--- src/rtl/motor_pkg.sv ---
// Shared types for the two-motor H-bridge PWM driver: command, direction and channel state.
package motor_pkg;

    typedef enum logic [2:0] {STOP, FORWARD, BACKWARD, LEFT, RIGHT} cmd_t;
    typedef enum logic [1:0] {OFF, FWD, REV} dir_t;
    typedef enum logic [1:0] {IDLE, ACTIVE, DECEL, DEAD} ch_state_t;

    // Anything that is not exactly one-hot is treated as a stop request.
    function automatic cmd_t decode_cmd(input logic [3:0] fblr);
        case (fblr)
            4'b1000: return FORWARD;
            4'b0100: return BACKWARD;
            4'b0010: return LEFT;
            4'b0001: return RIGHT;
            default: return STOP;
        endcase
    endfunction

endpackage

--- src/rtl/motor_drive_pwm_channel.sv ---
// One H-bridge channel: ramped duty, reversal dead-time and registered fwd/rev pins.
// state  | meaning
// IDLE   | both pins low, duty 0, waiting for a target direction
// ACTIVE | driving cdir, duty ramps toward tduty on each tick
// DECEL  | direction no longer wanted, duty ramps down to 0
// DEAD   | both pins low for DEAD_CYC clocks before the next direction
module motor_channel
    import motor_pkg::*;
#(
    parameter int PWM_W     = 8,
    parameter int RAMP_STEP = 1,
    parameter int DEAD_CYC  = 64
) (
    input  logic             clk,
    input  logic             rst,
    input  logic             en,
    input  logic             tick,
    input  logic [1:0]       tdir,
    input  logic [PWM_W-1:0] tduty,
    input  logic [PWM_W-1:0] pcnt,
    output logic             fwd,
    output logic             rev,
    output logic [1:0]       state
);

    localparam int DW = $clog2(DEAD_CYC + 1);
    localparam logic [PWM_W:0] STEP_W    = (PWM_W+1)'(RAMP_STEP);
    localparam logic [DW-1:0]  DEAD_LOAD = DW'(DEAD_CYC);

    ch_state_t        st;
    dir_t             cdir;
    logic [PWM_W-1:0] duty;
    logic [DW-1:0]    dead_cnt;

    logic [PWM_W:0]   duty_w, tduty_w, up_sum, dn_dif;
    logic [PWM_W-1:0] ramp_val, dec_val;
    logic             drive;

    // One extra bit of headroom so stepping never wraps past either end.
    always_comb begin
        duty_w   = {1'b0, duty};
        tduty_w  = {1'b0, tduty};
        up_sum   = duty_w + STEP_W;
        dn_dif   = duty_w - STEP_W;
        ramp_val = duty;
        if (duty_w < tduty_w)
            ramp_val = (up_sum >= tduty_w) ? tduty : up_sum[PWM_W-1:0];
        else if (duty_w > tduty_w)
            ramp_val = (duty_w <= tduty_w + STEP_W) ? tduty : dn_dif[PWM_W-1:0];
        dec_val = (duty_w <= STEP_W) ? '0 : dn_dif[PWM_W-1:0];
        drive   = (pcnt < duty) && (st == ACTIVE || st == DECEL);
    end

    always_ff @(posedge clk or posedge rst) begin
        if (rst) begin
            st       <= IDLE;
            cdir     <= OFF;
            duty     <= '0;
            dead_cnt <= '0;
            fwd      <= 1'b0;
            rev      <= 1'b0;
        end else begin
            fwd <= en && drive && (cdir == FWD);
            rev <= en && drive && (cdir == REV);
            if (!en) begin
                st       <= IDLE;
                cdir     <= OFF;
                duty     <= '0;
                dead_cnt <= '0;
            end else begin
                case (st)
                    IDLE: begin
                        duty <= '0;
                        if (tdir != OFF) begin
                            st   <= ACTIVE;
                            cdir <= dir_t'(tdir);
                        end
                    end
                    ACTIVE: begin
                        if (tdir != cdir) st <= DECEL;
                        else if (tick)    duty <= ramp_val;
                    end
                    DECEL: begin
                        if (tdir == cdir) begin
                            st <= ACTIVE;
                        end else if (duty == '0) begin
                            st       <= DEAD;
                            dead_cnt <= DEAD_LOAD;
                        end else if (tick) begin
                            duty <= dec_val;
                        end
                    end
                    DEAD: begin
                        dead_cnt <= dead_cnt - 1'b1;
                        if (dead_cnt == DW'(1)) begin
                            st   <= IDLE;
                            cdir <= OFF;
                        end
                    end
                    default: st <= IDLE;
                endcase
            end
        end
    end

    assign state = st;

endmodule

--- src/rtl/motor_drive_pwm.sv ---
// Two-motor H-bridge PWM driver: command decode, shared ramp prescaler and PWM counter.
// Motor A drives O1 (fwd) / O2 (rev); motor B drives O4 (fwd) / O3 (rev).
module motor_drive_pwm
    import motor_pkg::*;
#(
    parameter int PWM_W     = 8,
    parameter int RAMP_DIV  = 256,
    parameter int RAMP_STEP = 1,
    parameter int DEAD_CYC  = 64
) (
    input  logic             clk,
    input  logic             rst,
    input  logic             en,
    input  logic             F,
    input  logic             B,
    input  logic             L,
    input  logic             R,
    input  logic [PWM_W-1:0] speed,
    output logic             O1,
    output logic             O2,
    output logic             O3,
    output logic             O4,
    output logic             busy
);

    localparam int PW = $clog2(RAMP_DIV);

    cmd_t             cmd_q;
    logic [PW-1:0]    pre;
    logic [PWM_W-1:0] pcnt;
    logic             tick;
    dir_t             tdir_a, tdir_b;
    logic [1:0]       state_a, state_b;

    assign tick = (pre == PW'(RAMP_DIV - 1));

    always_comb begin
        tdir_a = OFF;
        tdir_b = OFF;
        if (speed != '0) begin
            case (cmd_q)
                FORWARD:  begin tdir_a = FWD; tdir_b = FWD; end
                BACKWARD: begin tdir_a = REV; tdir_b = REV; end
                LEFT:     tdir_b = FWD;
                RIGHT:    tdir_a = FWD;
                default:  ;
            endcase
        end
    end

    always_ff @(posedge clk or posedge rst) begin
        if (rst) begin
            cmd_q <= STOP;
            pre   <= '0;
            pcnt  <= '0;
            busy  <= 1'b0;
        end else begin
            cmd_q <= decode_cmd({F, B, L, R});
            pre   <= tick ? '0 : pre + 1'b1;
            pcnt  <= pcnt + 1'b1;
            busy  <= (state_a == DECEL) || (state_a == DEAD) ||
                     (state_b == DECEL) || (state_b == DEAD);
        end
    end

    motor_channel #(.PWM_W(PWM_W), .RAMP_STEP(RAMP_STEP), .DEAD_CYC(DEAD_CYC)) u_ch_a (
        .clk(clk), .rst(rst), .en(en), .tick(tick), .tdir(tdir_a), .tduty(speed),
        .pcnt(pcnt), .fwd(O1), .rev(O2), .state(state_a)
    );

    motor_channel #(.PWM_W(PWM_W), .RAMP_STEP(RAMP_STEP), .DEAD_CYC(DEAD_CYC)) u_ch_b (
        .clk(clk), .rst(rst), .en(en), .tick(tick), .tdir(tdir_b), .tduty(speed),
        .pcnt(pcnt), .fwd(O4), .rev(O3), .state(state_b)
    );

endmodule

--- config.mk ---
export PLATFORM = sky130hd
export DESIGN_NAME = motor_drive_pwm
export DESIGN_NICKNAME = d
export VERILOG_FILES = /design/src/rtl/motor_pkg.sv /design/src/rtl/motor_drive_pwm_channel.sv /design/src/rtl/motor_drive_pwm.sv
export SDC_FILE = /design/constraint.sdc
export NUM_CORES = 1
export LEC_CHECK = 0
export ABC_AREA = 1
export ABC_CLOCK_PERIOD_IN_PS = 2800
export CORE_ASPECT_RATIO = 1.2
export CORE_UTILIZATION = 45
export DETAILED_ROUTE_END_ITERATION = 12
export GPL_ROUTABILITY_DRIVEN = 0
export GPL_TIMING_DRIVEN = 0
export PLACE_DENSITY = 0.72
export SYNTH_ARGS = -nofsm -noshare
export SYNTH_HDL_FRONTEND = slang
export SYNTH_SLANG_ARGS = --single-unit
--- constraint.sdc ---
create_clock -name clk -period 2.8 [get_ports clk]
set_clock_uncertainty 0.1 [all_clocks]
set_input_delay 0.42 -clock clk [delete_from_list [all_inputs] [get_ports clk]]
set_output_delay 0.42 -clock clk [all_outputs]
set_load 0.03 [all_outputs]
======== Yosys cells after proc, flatten, opt, wreduce, memory -nomap -nowiden ========
Index checks and enable logic that the tools add are counted.
storage, ports and cells
  bits in registers ....................... 62
  bits of input ports ..................... 15
  output and inout port bits .............. 5
operators by class
  $add $sub $neg .......................... 9
  mux-type cells .......................... 58
  equal/unequal tests ..................... 53
  $lt $le $gt $ge ......................... 12
  reduce and logical (&&, ||, !) cells .... 30
operators by type and width
  cell                 count
  $mux 8               23
  $pmux 8 s3           2
  $mux 7               6
  $mux 2               18
  $ne 3x3->1 const B   12
  $lt 8x8->1           4
  $pmux 7 s2           2
  $add 8x1->9 const B  3
  $ge 9x8->1           2
  $le 8x9->1           2
  $ne 3x2->1 const B   6
  $add 8x1->8 const B  2
  $gt 8x8->1           2
  $le 8x1->1 const B   2
  $logic_not 8->1      2
  $ne 4x2->1 const B   4
  $pmux 2 s2           4
  $pmux 2 s4           2
  $sub 8x1->8 const B  2
  $eq 7x1->1 const B   2
  $reduce_and 7->1     2
  $sub 7x1->7 const B  2
  $eq 2x2->1 const B   6
  $ne 3x1->1 const B   4
  21 further kinds     46

======== Logic depth before layout (Yosys ltp) ========
Gate-level depths: netlist of run 1.
  depth in word-level cells ............... 9
  gate-level depth with buffers ........... 21
  mapped depth without buffers ............ 20

======== By module ========
A second synthesis of run 1 with hierarchy kept.
second synthesis, totals
  cell total of the unflattened synthesis .. 985
  area, all modules ....................... 6827.8 sq um
by module, submodules not included
  module                   cells each  area an instance (sq um)  sequential area each (sq um)  instances
  motor_channel at u_ch_b  443         2960.3                    525.5                         1
  motor_channel at u_ch_a  431         2892.8                    525.5                         1
  motor_drive_pwm          111         974.7                     500.5                         1

======== Worst setup path after synthesis of run 1 ========
No wires, ideal clock.
  path kind ............................... register to register
  start point ............................. register u_ch_b.duty[0]
  end point ............................... register u_ch_b.duty[0]
  buffers on the path ..................... 0
  slack ................................... 0.122 ns
  stages on the path, launching flop included .. 21
  period minus slack after synthesis ...... 2.678 ns
  arrival ................................. 2.462 ns
  library setup time ...................... 0.116 ns
  path through ............................ dfrtp_1 -> clkinv_1 -> nor3_2 -> nand4_1 -> o21ai_1 -> nand2_1 -> inv_1 -> ha_1 -> nand2_4 -> nor2_2 -> and2_4 -> nor2_8 -> nand3_4 -> nand2_1 -> nand3_1 -> nand2_1 -> inv_1 -> nand2_1 -> nand2_1 -> nand2_1 -> nand2_1
on the way
  word-level cells in the longest chain between the ends .. 8
  elaborated cells between the ends (all ways) .. 23
ends and longest elaborated chain
  what                                         RTL line                                                      RTL
  from (decl)                                  motor_drive_pwm_channel.sv:32                                 logic [PWM_W-1:0] duty;
  from (signal assigned)                       motor_drive_pwm_channel.sv:81                                 else if (tick) duty <= ramp_val;
  from (signal assigned)                       motor_drive_pwm_channel.sv:90                                 duty <= dec_val;
  $add 8x1->9 (tied with other cells)          motor_drive_pwm_channel.sv:43                                 up_sum = duty_w + STEP_W;
  $ge 9x8->1 / $mux 8 (equally long branches)  motor_drive_pwm_channel.sv:47, motor_drive_pwm_channel.sv:49
  $mux 8, on equally long branches             motor_drive_pwm_channel.sv:47, motor_drive_pwm_channel.sv:48
  $mux 8                                       motor_drive_pwm_channel.sv:46                                 if (duty_w < tduty_w)
  $mux 8                                       motor_drive_pwm_channel.sv:81
  $mux 8                                       motor_drive_pwm_channel.sv:80                                 if (tdir != cdir) st <= DECEL;
  $pmux 8 s3                                   motor_drive_pwm_channel.sv:71                                 case (st)
  $mux 8                                       motor_drive_pwm_channel.sv:65                                 if (!en) begin
Parallel ways exist; a longest one is shown, timed or not. The select of a mux whose other input is x is not followed.
A chain may end at the register's enable or synchronous reset.

======== Worst setup path after layout of run 1 ========
  start point ............................. register u_ch_a.duty[0]
  end point ............................... register u_ch_a.duty[6]
on the way
  word-level cells in the longest chain between the ends .. 8
  elaborated cells between the ends (all ways) .. 23
ends and longest elaborated chain
  what                                         RTL line
  from (decl)                                  motor_drive_pwm_channel.sv:32
  from (signal assigned)                       motor_drive_pwm_channel.sv:81
  from (signal assigned)                       motor_drive_pwm_channel.sv:90
  $add 8x1->9 (tied with other cells)          motor_drive_pwm_channel.sv:43
  $ge 9x8->1 / $mux 8 (equally long branches)  motor_drive_pwm_channel.sv:47, motor_drive_pwm_channel.sv:49
  $mux 8, on equally long branches             motor_drive_pwm_channel.sv:47, motor_drive_pwm_channel.sv:48
  $mux 8                                       motor_drive_pwm_channel.sv:46
  $mux 8                                       motor_drive_pwm_channel.sv:81
  $mux 8                                       motor_drive_pwm_channel.sv:80
  $pmux 8 s3                                   motor_drive_pwm_channel.sv:71
  $mux 8                                       motor_drive_pwm_channel.sv:65
Parallel ways exist; a longest one is shown, timed or not. The select of a mux whose other input is x is not followed.

==> impl_metrics.toml, run 1 <==
[clock_tree]
cts_htree_levels = 3
worst_skew_pair.late_latency_ns = 0.33
clk_path_buf_depth = 2
clk_pin_slew_ns = 0.05
cts_buffers = 9
cts_root_buf = "clkbuf_16"
cts_tree = "done"
cts_sinks = 62

[logic_synthesis]
synth-adder-area-share_pct = 15.6
async_reset_ff_share_pct = 100
synthCells = 928
ys_ff_latch = 62
synth_compound_gate_area_share_pct = 8.09
synthesis.area_um2 = 6590
synth.most_common_cell = "nand2_1"
yosys_warnings = 0
yosys.area.top_type_share_pct = 23.5
synth_fp_nets = 1025
synth_top_cell_by_area = "dfrtp_1"
synth-edff-count = 0
ys_top_cells_by_area = "dfrtp_1 (24%), ha_1 (16%), nand2_1 (14%), nand3_1 (7.8%), inv_1 (6.1%)"
yosys.area_share.simple_pct = 38.0
synth_seq_area_share_pct = 23.5
synthFlopType = "dfrtp_1"
synth_common_cells = "nand2_1 (240), inv_1 (107), nand3_1 (103)"
yosys.area_share.xor_xnor_pct = 5.70
synth_top_family_by_area = "simple AND/OR/NAND/NOR gates"
yosys-mux-area-fraction_pct = 0.152
syn_avg_cell_area_um2 = 7.10
ys_types = 51

[outcome]
status = "finished, final reports clean"

[global_route]
globalRouteTotalUtil_pct = 22.7
grt_pass1_wl_um = 27300
antenna_found_initial = 0
overflow = 0
grt_pass1_vias = 5743
grt_max_degree = 35

[pwr]
ir_worst_vdd_uv = 434
p_leak_nw = 4.15
power_w = 0.00410
power_density_nw_per_um2 = 526

[drt]
drt_wl_total_um = 16900
ant_nets = 0
drtIter0Drc = 290
vias = 6201
drc = 0
dr.pass1.iters = 5
vias_per_cell = 5.31
avgRoutedWirePerCell_um = 14.5

[floorplanning]
placementRows = 48
die-area_um2 = 15100
io_pins = 20
core_area_um2 = 14400
die_h_um = 135
dieWidth_um = 112
initial_utilization_pct = 45.9

[cells_and_area]
final_cell_area_um2 = 7800
diodes = 0
nets = 1084
fillers = 1352
drive_gt1_share_pct = 19.3
area_growth_pct = 18.4

[sta]
setup-violations-final = 0
hold_violations = 0
relSlewSlack_pct = 48.6
rsz0062_at_grt = "true"
tightest_slew_ns = 0.770
final_max_slew_viol_count = 0
fmax_ghz = 0.357
period_needed_ns = 2.80
fin_crit_sh_pct = 99.9

[setup_path]
r2r_slack_ns = 0.001
arrival_ns = 2.92
cp-end-kind = "register"
cp-start-kind = "register"
crit_fanout = 8
crit_type = "register to register"
required_ns = 2.92

[place]
hpwl_um = 12300
portBuffers = 14
dpl-instance-area_um2 = 6970

[run]
maxCapViolCount = 0

[min_path]
hold_class = "register to register"
[metrics by stage]
stage | hold slack [ns] | cells | utilization [%] | setup slack, ns | TNS, ns
floorplan | 0.308 | 928 | - | 0.122 | 0
global placement | 0.331 | 1117 | 48.4 | -0.799 | -42.84
detailed placement | 0.339 | 1118 | 48.6 | -0.834 | -17.27
CTS | 0.346 | 1142 | 51.7 | 0.00411 | 0
global route | 0.363 | 1167 | 54.4 | -0.164 | -2.06
finish | 0.343 | 1167 | 54.4 | 0.00144 | 0
[layout make-up]
| class | count | area [um^2] | share of cell area (%) |
|---|---|---|---|
| well taps | 175 | 219 | 2.81 |
| flip-flops and latches | 62 | 1560 | 20.0 |
| inverters | 133 | 517 | 6.62 |
| multi-input cells | 722 | 4680 | 60.0 |
| clock inverters | 3 | 65.1 | 0.834 |
| clock buffers | 13 | 270 | 3.46 |
| plain buffers | 14 | 104 | 1.33 |
| repair buffers | 45 | 385 | 4.94 |
[cell families after synthesis]
logic type / count (synthesis)
muxes: 1
buffers and inverters: 147
AOI/OAI and AO/OA: 88
xor gates and xnor gates: 42
and+or+nand+nor: 506
DFF: 62
adders and majority gates: 82
[routing by layer]
layer  share of wire, %  track usage, %  routed length [um]  vias to the layer above
li1                   -               -                   -                     3169
met1                 45            28.4                7620                     2865
met2                 49            39.1                8260                      129
met3                3.5            3.05                 595                       38
met4                2.5            9.63                 414                        0
met5                  0               0                   0                        -
[path summary, 6_finish.rpt]
path                                 from        endpoint  depth (start not counted)
max reg2reg                u_ch_a.duty[0]  u_ch_a.duty[6]                         18
min in group asynchronous             rst      u_ch_a.rev                          2
max in group asynchronous             rst  u_ch_b.duty[1]                          3
min reg2reg                u_ch_b.cdir[1]      u_ch_b.fwd                          1
max                        u_ch_a.duty[0]  u_ch_a.duty[6]                         18
min                        u_ch_b.cdir[1]      u_ch_b.fwd                          1
[state kept, by name, summed over array words and instances, names as in the netlist]
name	flops
u_ch_b.fwd	1
u_ch_a.dead_cnt	7
pcnt	8
u_ch_b.state	2
u_ch_a.cdir	2
pre	8
u_ch_b.dead_cnt	7
u_ch_a.state	2
u_ch_a.fwd	1
u_ch_b.duty	8
busy	1
u_ch_a.rev	1
u_ch_a.duty	8
u_ch_b.cdir	2
u_ch_b.rev	1
cmd_q	3
[what timing repair did]
| item | 4_1_cts | 5_1_grt |
|---|---|---|
| setup buffers | 7 | 23 |
| hold buffers | 0 | 0 |
| cloned | 1 | 2 |
| resized for setup | 27 | 50 |
| setup endpoints to repair | 17 | 16 |
| pin swaps | 3 | 34 |
[where the power goes]
part	total (W)	leakage [nW]	internal (W)	switching [W]
Combinational	0.00175	3.18	0.000631	0.00112
Clock	0.00123	0.166	0.000850	0.000380
Sequential	0.00112	0.805	0.00101	0.000111
Total	0.00410	4.15	0.00249	0.00161
[critical path, stage by stage, from the launching register on]
cell      delay, ns
dfrtp_2        0.45
ha_4           0.17
nand2_4        0.05
nor2_4         0.15
nand3_2        0.11
xor2_2         0.16
ha_1           0.34
a21oi_2        0.15
o211ai_1       0.15
a21oi_4        0.21
nand3_4        0.15
nand2_2        0.11
nand3_2        0.07
nand2_2        0.06
inv_2          0.04
nand2_2        0.06
nand2_2        0.05
nand2_1        0.05
nand2_1        0.05
[cell usage in the layout (no fill, tap or decap), types with 6 or more instances in the layout]
| cell | netlist | routed |
|---|---|---|
| nand2_2 | 13 | 22 |
| nand3_2 | 7 | 11 |
| o21ai_0 | 31 | 30 |
| dfrtp_1 | 62 | 53 |
| ha_1 | 82 | 77 |
| nor2_4 | 8 | 11 |
| clkbuf_16 | 0 | 9 |
| nand2_1 | 240 | 229 |
| nor2_1 | 56 | 56 |
| buf_4 | 6 | 34 |
| a21oi_1 | 24 | 22 |
| xor2_1 | 36 | 35 |
| dfrtp_2 | 0 | 9 |
| nand4_1 | 28 | 28 |
| inv_2 | 21 | 25 |
| inv_1 | 107 | 101 |
| o21bai_1 | 6 | 6 |
| nor3_1 | 14 | 12 |
| clkdlybuf4s50_1 | 0 | 11 |
| nand2_4 | 10 | 12 |
| buf_6 | 0 | 6 |
| nand3_1 | 103 | 99 |
(Power assumes the default switching activity.)
==> run 2, diff against run 1 <==
--- a/config.mk
+++ b/config.mk
@@ -9,6 +9,7 @@
 export ABC_CLOCK_PERIOD_IN_PS = 2800
 export CORE_ASPECT_RATIO = 1.2
 export CORE_UTILIZATION = 45
+export CTS_BUF_LIST = sky130_fd_sc_hd__clkbuf_8
 export DETAILED_ROUTE_END_ITERATION = 12
 export GPL_ROUTABILITY_DRIVEN = 0
 export GPL_TIMING_DRIVEN = 0
==> impl_metrics.toml, run 2 (same netlist as run 1, synthesis figures left out) <==
[sta]
period_needed_ns = 2.86
hold_violations = 0
rsz0062_at_grt = "true"
layout_setup_ws_ns = -0.0642
tightest_slew_ns = 0.755
setup-violations-final = 8
relSlewSlack_pct = 49.6
fmax_ghz = 0.349
fin_crit_sh_pct = 102
final_max_slew_viol_count = 0

[pwr]
p_sw_share_pct = 41.5
switchingPower_w = 0.00155
power_density_nw_per_um2 = 488
p_int_w = 0.00218
power_frac_comb_pct = 45.6
seqPwrFrac_pct = 30.0
power_w = 0.00373
p_clk_share_pct = 24.4
p_leak_nw = 4.07
ir_worst_vdd_uv = 338

[drt]
drtIter0Drc = 277
wl_met3_um = 784
met1_length_um = 7350
dr.pass1.iters = 5
wl_met2_um = 8070
vias = 6119
highest_layer = "met4"
ant_nets = 0
drt_wl_total_um = 16600
avgRoutedWirePerCell_um = 14.3
vias_per_cell = 5.25
drc = 0

[outcome]
status = "finished, violations left"
violations = "negative setup slack"

[global_route]
overflow = 0
globalRouteTotalUtil_pct = 22.7
grt_pass1_wl_um = 27200
grt_pass1_vias = 5693
grt_max_degree = 35
antenna_found_initial = 0

[min_path]
hold_class = "register to register"
min_from = "u_ch_b.cdir[1]"

[setup_path]
cp-start-kind = "register"
required_ns = 2.95
crit_slowest_cell = "dfrtp_2"
path_common_cell = "nand2_1"
path_cells = "buf_12, clkinvlp_4, nor3_4, buf_4, buf_4, nand3_1, nand2_1, nand2_1, inv_2, ha_1, nand2_1, nor2_2, and2_4, nor2_8, nand3_2, nand2_1, nand3_1, nand2_1, inv_1, nand2_1, nand2_1, nand2_1, nand2_1"
cp-end-kind = "register"
crit_start = "u_ch_b.duty[1]"
r2r_start = "u_ch_b.duty[1]"
cpLargestDelayFamily = "simple AND/OR/NAND/NOR gates"
crit_type = "register to register"
path_buf_inv = 6
arrival_ns = 3.01
critPathMaxStageDelay_ns = 0.42
crit_fanout = 8

[place]
hpwl_um = 12300
portBuffers = 14
dpl-instance-area_um2 = 6970

[floorplanning]
die-area_um2 = 15100
initial_utilization_pct = 45.9
placementRows = 48
dieWidth_um = 112
die_h_um = 135
core_area_um2 = 14400
io_pins = 20

[clock_tree]
cts_buffers = 9
cts_htree_levels = 3
clk_path_buf_depth = 2
cts_sinks = 62
cts_root_buf = "clkbuf_8"
cts.hold.buffers_added = 0
worst_skew_pair.late_latency_ns = 0.35
clk_pin_slew_ns = 0.07
cts_tree = "done"

[cells_and_area]
fillers = 1378
layout_common_cells = "nand2_1 (234), inv_1 (102), nand3_1 (101)"
drive_gt1_share_pct = 18.3
diodes = 0
final_common_cell = "nand2_1"
nets = 1082
area_growth_pct = 15.9
final_cell_area_um2 = 7640
utilization_pct = 53.2

[run]
maxCapViolCount = 0
## run 2: cell count changes in the layout (fill, tap and decap cells not counted), moves of 2 or more
cell,previous run,this run
nand3_1,99,101
buf_6,6,4
nand2_2,22,17
clkbuf_8,3,12
nand2_1,229,234
nor2_4,11,9
clkbuf_16,9,0
## run 2: area by class of cell
class	count	area, um^2	share of cell area, %
multi-input cells	721	4610	60.4
clock inverters	4	68.8	0.901
inverters	133	520	6.82
repair buffers	44	392	5.13
clock buffers	12	165	2.16
plain buffers	14	96.3	1.26
well taps	175	219	2.87
flip-flops and latches	62	1560	20.4
## run 2: final timing paths
check                                       to  slack (ns)  cells after the start
worst max-delay path            u_ch_b.duty[5]       -0.06                     23
worst min-delay path                u_ch_b.fwd        0.35                      1
worst max register to register  u_ch_b.duty[5]       -0.06                     23
worst min register to register      u_ch_b.fwd        0.35                      1
max in group asynchronous       u_ch_b.duty[1]        1.55                      3
min in group asynchronous           u_ch_a.rev        0.42                      2
## run 2: layer usage
layer  vias to the layer above  global-route usage (%)
met4                         0                    8.89
met1                      2788                    28.5
met3                        35                    3.73
met2                       141                    39.2
li1                       3155                       -
met5                         -                       0
## run 2: worst reg2reg max path, delay by kind of cell (launching register included)
family,cells,cell delay [ns]
buffers and inverters,6,0.57
DFF,1,0.42
adders and majority gates,1,0.24
and+or+nand+nor,16,1.40
## run 2: through the flow
stage | cells | hold WS (ns) | worst slack, ns | setup TNS [ns]
after global routing | 1165 | 0.365 | -0.211 | -2.52
final | 1165 | 0.347 | -0.0642 | -0.275
after floorplan | 928 | 0.308 | 0.122 | 0
after global placement | 1117 | 0.331 | -0.799 | -42.84
after CTS | 1145 | 0.348 | 0.000266 | 0
after detailed placement | 1118 | 0.339 | -0.834 | -17.27
## run 2: power groups by stage
stage | logic (W) | clock network, W | registers [W]
CTS | 0.00167 | 0.000946 | 0.00112
finish | 0.00170 | 0.000911 | 0.00112
global placement | 0.00161 | 0 | 0.00113
detailed placement | 0.00163 | 0 | 0.00113
floorplan | 0.00128 | 0 | 0.00111
global route | 0.00194 | 0.000979 | 0.00113
## run 2: repair_timing
action / CTS / global route
pin swaps: 3 / 23
setup buffers: 10 / 19
gates cloned: 1 / 1
endpoints found under the setup margin: 16 / 16
gates resized for setup: 24 / 35
==> run 3, diff against run 2 <==
--- a/config.mk
+++ b/config.mk
@@ -10,6 +10,7 @@
 export CORE_ASPECT_RATIO = 1.2
 export CORE_UTILIZATION = 45
 export CTS_BUF_LIST = sky130_fd_sc_hd__clkbuf_8
+export CTS_CLUSTER_SIZE = 12
 export DETAILED_ROUTE_END_ITERATION = 12
 export GPL_ROUTABILITY_DRIVEN = 0
 export GPL_TIMING_DRIVEN = 0
==> results of run 3 <==
Same layout as run 2: the final DEF is identical, and so are final timing and power.
==> variant 1: new RTL, config.mk and constraints of run 2 <==
Register the inputs `en`, `F`, `B`, `L`, `R` and `speed` before use. The logic sees them one clock later.
--- a/src/rtl/motor_drive_pwm.sv
+++ b/src/rtl/motor_drive_pwm.sv
@@ -25,6 +25,22 @@
 
     localparam int PW = $clog2(RAMP_DIV);
 
+    logic en_q;
+    logic F_q;
+    logic B_q;
+    logic L_q;
+    logic R_q;
+    logic [PWM_W-1:0] speed_q;
+
+    always_ff @(posedge clk) begin
+        en_q    <= en;
+        F_q     <= F;
+        B_q     <= B;
+        L_q     <= L;
+        R_q     <= R;
+        speed_q <= speed;
+    end
+
     cmd_t             cmd_q;
     logic [PW-1:0]    pre;
     logic [PWM_W-1:0] pcnt;
@@ -37,7 +53,7 @@
     always_comb begin
         tdir_a = OFF;
         tdir_b = OFF;
-        if (speed != '0) begin
+        if (speed_q != '0) begin
             case (cmd_q)
                 FORWARD:  begin tdir_a = FWD; tdir_b = FWD; end
                 BACKWARD: begin tdir_a = REV; tdir_b = REV; end
@@ -55,7 +71,7 @@
             pcnt  <= '0;
             busy  <= 1'b0;
         end else begin
-            cmd_q <= decode_cmd({F, B, L, R});
+            cmd_q <= decode_cmd({F_q, B_q, L_q, R_q});
             pre   <= tick ? '0 : pre + 1'b1;
             pcnt  <= pcnt + 1'b1;
             busy  <= (state_a == DECEL) || (state_a == DEAD) ||
@@ -64,12 +80,12 @@
     end
 
     motor_channel #(.PWM_W(PWM_W), .RAMP_STEP(RAMP_STEP), .DEAD_CYC(DEAD_CYC)) u_ch_a (
-        .clk(clk), .rst(rst), .en(en), .tick(tick), .tdir(tdir_a), .tduty(speed),
+        .clk(clk), .rst(rst), .en(en_q), .tick(tick), .tdir(tdir_a), .tduty(speed_q),
         .pcnt(pcnt), .fwd(O1), .rev(O2), .state(state_a)
     );
 
     motor_channel #(.PWM_W(PWM_W), .RAMP_STEP(RAMP_STEP), .DEAD_CYC(DEAD_CYC)) u_ch_b (
-        .clk(clk), .rst(rst), .en(en), .tick(tick), .tdir(tdir_b), .tduty(speed),
+        .clk(clk), .rst(rst), .en(en_q), .tick(tick), .tdir(tdir_b), .tduty(speed_q),
         .pcnt(pcnt), .fwd(O4), .rev(O3), .state(state_b)
     );
 
Formal check against the unedited RTL: not equivalent (Yosys sat finds a counterexample within 10 cycles, from zero or initial values and one cycle with rst high).
==> variant 1 against run 2 <==
The run still ends with setup timing left; final area up 11%; power up 23%; setup slack better by 0.038 ns; sequential cell count up 13; wire length up 12%; area after synthesis up 5.4%; synthesized cell count up 2.7%; via count up 7.2%; sequential power up 22%; critical path depth down 5; critical path type unchanged; largest cell class unchanged.
==> variant 1: results <==
group,metric,value,unit
timing,setup_viol,1,
critical_path,worst_r2r_endpoint,"u_ch_a.duty[3]",
critical_path,cpMaxStageDelayCell,"dfrtp_1",
clocking,clk_latency,0.38,ns
route,avgViaCountPerCell,5.24,
yosys,yosysSeqAreaShare,26.1,%
timing,timing.setup.tns,-0.0260,ns
yosys,synth.top_cell.area_share,22.3,%
placement,placed_cell_area,7410,sq um
timing,setup_slack,-0.0260,ns
global_route,grt_pass1_vias,5967,
critical_path,crit_fanout,7,
power_and_ir_drop,p_leak,4.36,nW
global_route,track_usage,23.4,%
critical_path,ff2ff_path_depth,18,
yosys,yosysUniqueCellTypes,49,
critical_path,rr_startpoint,"u_ch_a.duty[6]",
final_layout,drive_gt1_share,21.9,%
final_layout,regArea,1830,sq um
yosys,syn_area_per_cell,7.29,sq um
route,wirelength,18600,um
placement,place_ws,-0.293,ns
yosys,yosys-top-cells-area,"dfrtp_1 22%, ha_1 15%, nand2_1 14%",
final_layout,nFillCells,1366,
status,outcome,"complete, but fails checks",
status,violations,"setup timing",
timing,tightestPinTransition,0.542,ns
placement,portBuffers,19,
global_route,grt_first_pass_wirelength,29200,um
placement,dpl.cell_count,1177,
placement,dp_hpwl,12900,um
-- variant 1: changes by cell type after synthesis, sizes merged, moves of 4 or more --
cell / before / now
nand2: 263 / 274
dfxtp: 0 / 13
buf: 12 / 16
inv: 130 / 126
a21oi: 26 / 31
nor3: 15 / 10
nand3: 112 / 105
-- variant 1: logic make-up after synthesis --
logic type               share of synthesized area, %
AND/OR/NAND/NOR                                  36.3
XOR/XNOR                                         5.53
buffers and inverters                            8.97
AO/OA/AOI/OAI                                    8.36
flip-flops                                       26.1
adder cells (fa/ha/maj)                          14.8
-- variant 1: repair_timing --
action,in CTS,in global routing
gates cloned,1,4
setup endpoints to repair,16,16
pin swaps,1,33
buffers inserted,7,47
gates resized for setup,15,81
-- variant 1: layout make-up --
cell class	count	area share, %
repair buffers	74	7.39
plain buffers	19	2.09
flip-flops and latches	75	21.5
well taps	204	3.01
multi-input cells	738	57.5
clock buffers	9	1.46
clock inverters	7	1.11
inverters	126	5.88
-- variant 1: how the worst max path moves through the flow --
stage,start,endpoint,slack (ns),depth (start not counted)
floorplan,u_ch_a.duty[1],u_ch_a.duty[0],0.18,19
global placement,rst,u_ch_b.duty[5],-0.50,2
detailed placement,u_ch_a.duty[1],u_ch_a.duty[0],-0.29,19
CTS,u_ch_a.duty[0],u_ch_a.duty[7],-0.003,19
global route,u_ch_a.duty[0],u_ch_a.duty[3],-0.20,20
finish,u_ch_a.duty[6],u_ch_a.duty[3],-0.03,18
-- variant 1: layer usage --
metal | GRT usage [%] | routed length [um]
met4 | 11.0 | 566
met3 | 2.81 | 972
met2 | 37.8 | 8940
met5 | 0 | 0
met1 | 31.0 | 8160
-- variant 1: report_power, final --
group / switching [mW] / internal [mW]
Combinational: 1.40 / 0.875
Sequential: 0.148 / 1.22
Clock: 0.460 / 0.502
Total: 2.00 / 2.60
==> variant 2: new RTL, config.mk and constraints of run 2 <==
Without the edit above. `DEAD_CYC` is set to 64 in 2 places; all go to 128.
--- a/src/rtl/motor_drive_pwm_channel.sv
+++ b/src/rtl/motor_drive_pwm_channel.sv
@@ -9,7 +9,7 @@
 #(
     parameter int PWM_W     = 8,
     parameter int RAMP_STEP = 1,
-    parameter int DEAD_CYC  = 64
+    parameter int DEAD_CYC  = 128
 ) (
     input  logic             clk,
     input  logic             rst,
--- a/src/rtl/motor_drive_pwm.sv
+++ b/src/rtl/motor_drive_pwm.sv
@@ -6,7 +6,7 @@
     parameter int PWM_W     = 8,
     parameter int RAMP_DIV  = 256,
     parameter int RAMP_STEP = 1,
-    parameter int DEAD_CYC  = 64
+    parameter int DEAD_CYC  = 128
 ) (
     input  logic             clk,
     input  logic             rst,
Check against the original RTL: no difference found for any inputs over 4 cycles, from zero or initial values and one cycle with rst high; that may be too few to reach the edited logic, so the function may still have changed.
==> variant 2 against run 2 <==
Cell count grew 7.5%; area after synthesis is 3.0% higher; final area up 8.5%; wire length increased by 14%; power grew 24%; sequential cell count is 2 higher; critical endpoint is now u_ch_a.duty[0]; the run still ends with setup timing left; die area grew 3.0%; setup slack worse by 0.045 ns.
==> variant 2: results <==
group,metric,value,unit
worst_hold_path,hold_path.class,"reg -> reg",
timing,timing.setup.tns,-0.447,ns
placement,place_ws,-0.894,ns
power_and_ir_drop,peakVddDrop,0.307,mV
timing,setup_slack,-0.109,ns
final_layout,inv_count,132,
power_and_ir_drop,p_leak,4.34,nW
final_layout,regArea,1610,sq um
route,wirelength,18900,um
final_layout,n_clock_buffer,9,
yosys,yosysSeqAreaShare,23.6,%
critical_path,worst_r2r_endpoint,"u_ch_a.duty[0]",
global_route,grtUsageMet2,42.6,%
status,violations,"setup timing",
global_route,grt.met3_usage,4.56,%
global_route,grt_first_pass_wirelength,30200,um
route,wl_met3,1090,um
worst_hold_path,min_to,"pre[4]",
final_layout,drive_gt1_share,22.2,%
yosys,synth_nets,1061,
placement,dp_hpwl,13400,um
global_route,use_met1,28.7,%
die,row_count,48,
final_layout,diodes,0,
status,outcome,"complete, but fails checks",
final_layout,multi_input_area_share,59.4,%
final_layout,clk_share,3.01,%
yosys,yosysUniqueCellTypes,50,
yosys,syn_inst,964,
final_layout,stdcell_count,1252,
timing,setup_viol,8,
yosys,yosys-top-cells-count,"264 x nand2_1, 123 x inv_1, 99 x nand3_1",
worst_hold_path,min_from,"pre[4]",
global_route,grt_pass1_vias,6252,
critical_path,ff2ff_path_depth,18,
final_layout,nFillCells,1336,
final_layout,syn2layout_area_growth,22.0,%
route,wl_met1,7610,um
placement,placed_cell_area,7200,sq um
route,num_vias,6768,
final_layout,nonClkBufAreaFrac,8.83,%
final_layout,seq_cell_count,64,
yosys,ys.flop_type,"dfrtp_1",
route,wl_met2,9070,um
critical_path,rr_startpoint,"u_ch_a.duty[0]",
route,drt-initial-drc-count,419,
critical_path,critPathMaxStageDelay,0.48,ns
final_layout,comb.multi_input.count,752,
timing,hold_slack,0.377,ns
placement,dpl.cell_count,1179,
critical_path,crit_fanout,5,
critical_path,crit_arrival,3.06,ns
final_layout,nNonClkBuffers,88,
timing,slew-limit-headroom,46.9,%
yosys,yosysWarnings,0,
global_route,track_usage,24.9,%
yosys,yosys-top-cells-area,"dfrtp_1 24%, ha_1 15%, nand2_1 15%",
global_route,grt_start_max_net_pins,38,
[variant 2: where the power goes]
| group | total (mW) | internal [mW] | switching, mW |
|---|---|---|---|
| Combinational | 2.42 | 0.895 | 1.52 |
| Sequential | 1.22 | 1.07 | 0.150 |
| Clock | 1.01 | 0.602 | 0.408 |
[variant 2: kinds of logic after synthesis]
logic type | count (synthesis) | share of synthesized area [%]
buf+inv | 152 | 9.38
compound gates | 102 | 9.25
fa+ha+maj | 82 | 15.1
xor+xnor | 39 | 5.14
simple gates | 525 | 37.5
flops | 64 | 23.6
[variant 2: worst register-to-register path: cells and delay by family (launching register included)]
kind	cells	cell delay, ns
AND/OR/NAND/NOR	11	1.23
buffers and inverters	5	0.58
flip-flops	1	0.48
adder cells (fa/ha/maj)	1	0.27
XOR/XNOR	1	0.16
[variant 2: what timing repair did]
| item | 4_1_cts | 5_1_grt |
|---|---|---|
| cloned | 4 | 0 |
| hold buffers | 0 | 0 |
| setup endpoints to repair | 20 | 16 |
| buffers inserted | 19 | 34 |
| pin swaps | 10 | 35 |
| gates resized for setup | 43 | 67 |
[variant 2: worst max-delay path by stage]
stage | startpoint | endpoint | slack, ns | cells past startpoint
6_report | u_ch_a.duty[0] | u_ch_a.duty[0] | -0.11 | 18
5_1_grt | u_ch_a.duty[0] | u_ch_a.duty[6] | -0.26 | 18
4_1_cts | u_ch_a.duty[1] | u_ch_a.duty[2] | -0.01 | 20
3_5_place_dp | speed[0] | u_ch_a.duty[0] | -0.89 | 19
3_3_place_gp | speed[0] | u_ch_a.duty[0] | -0.97 | 19
2_1_floorplan | u_ch_a.duty[0] | u_ch_a.duty[5] | 0.18 | 18
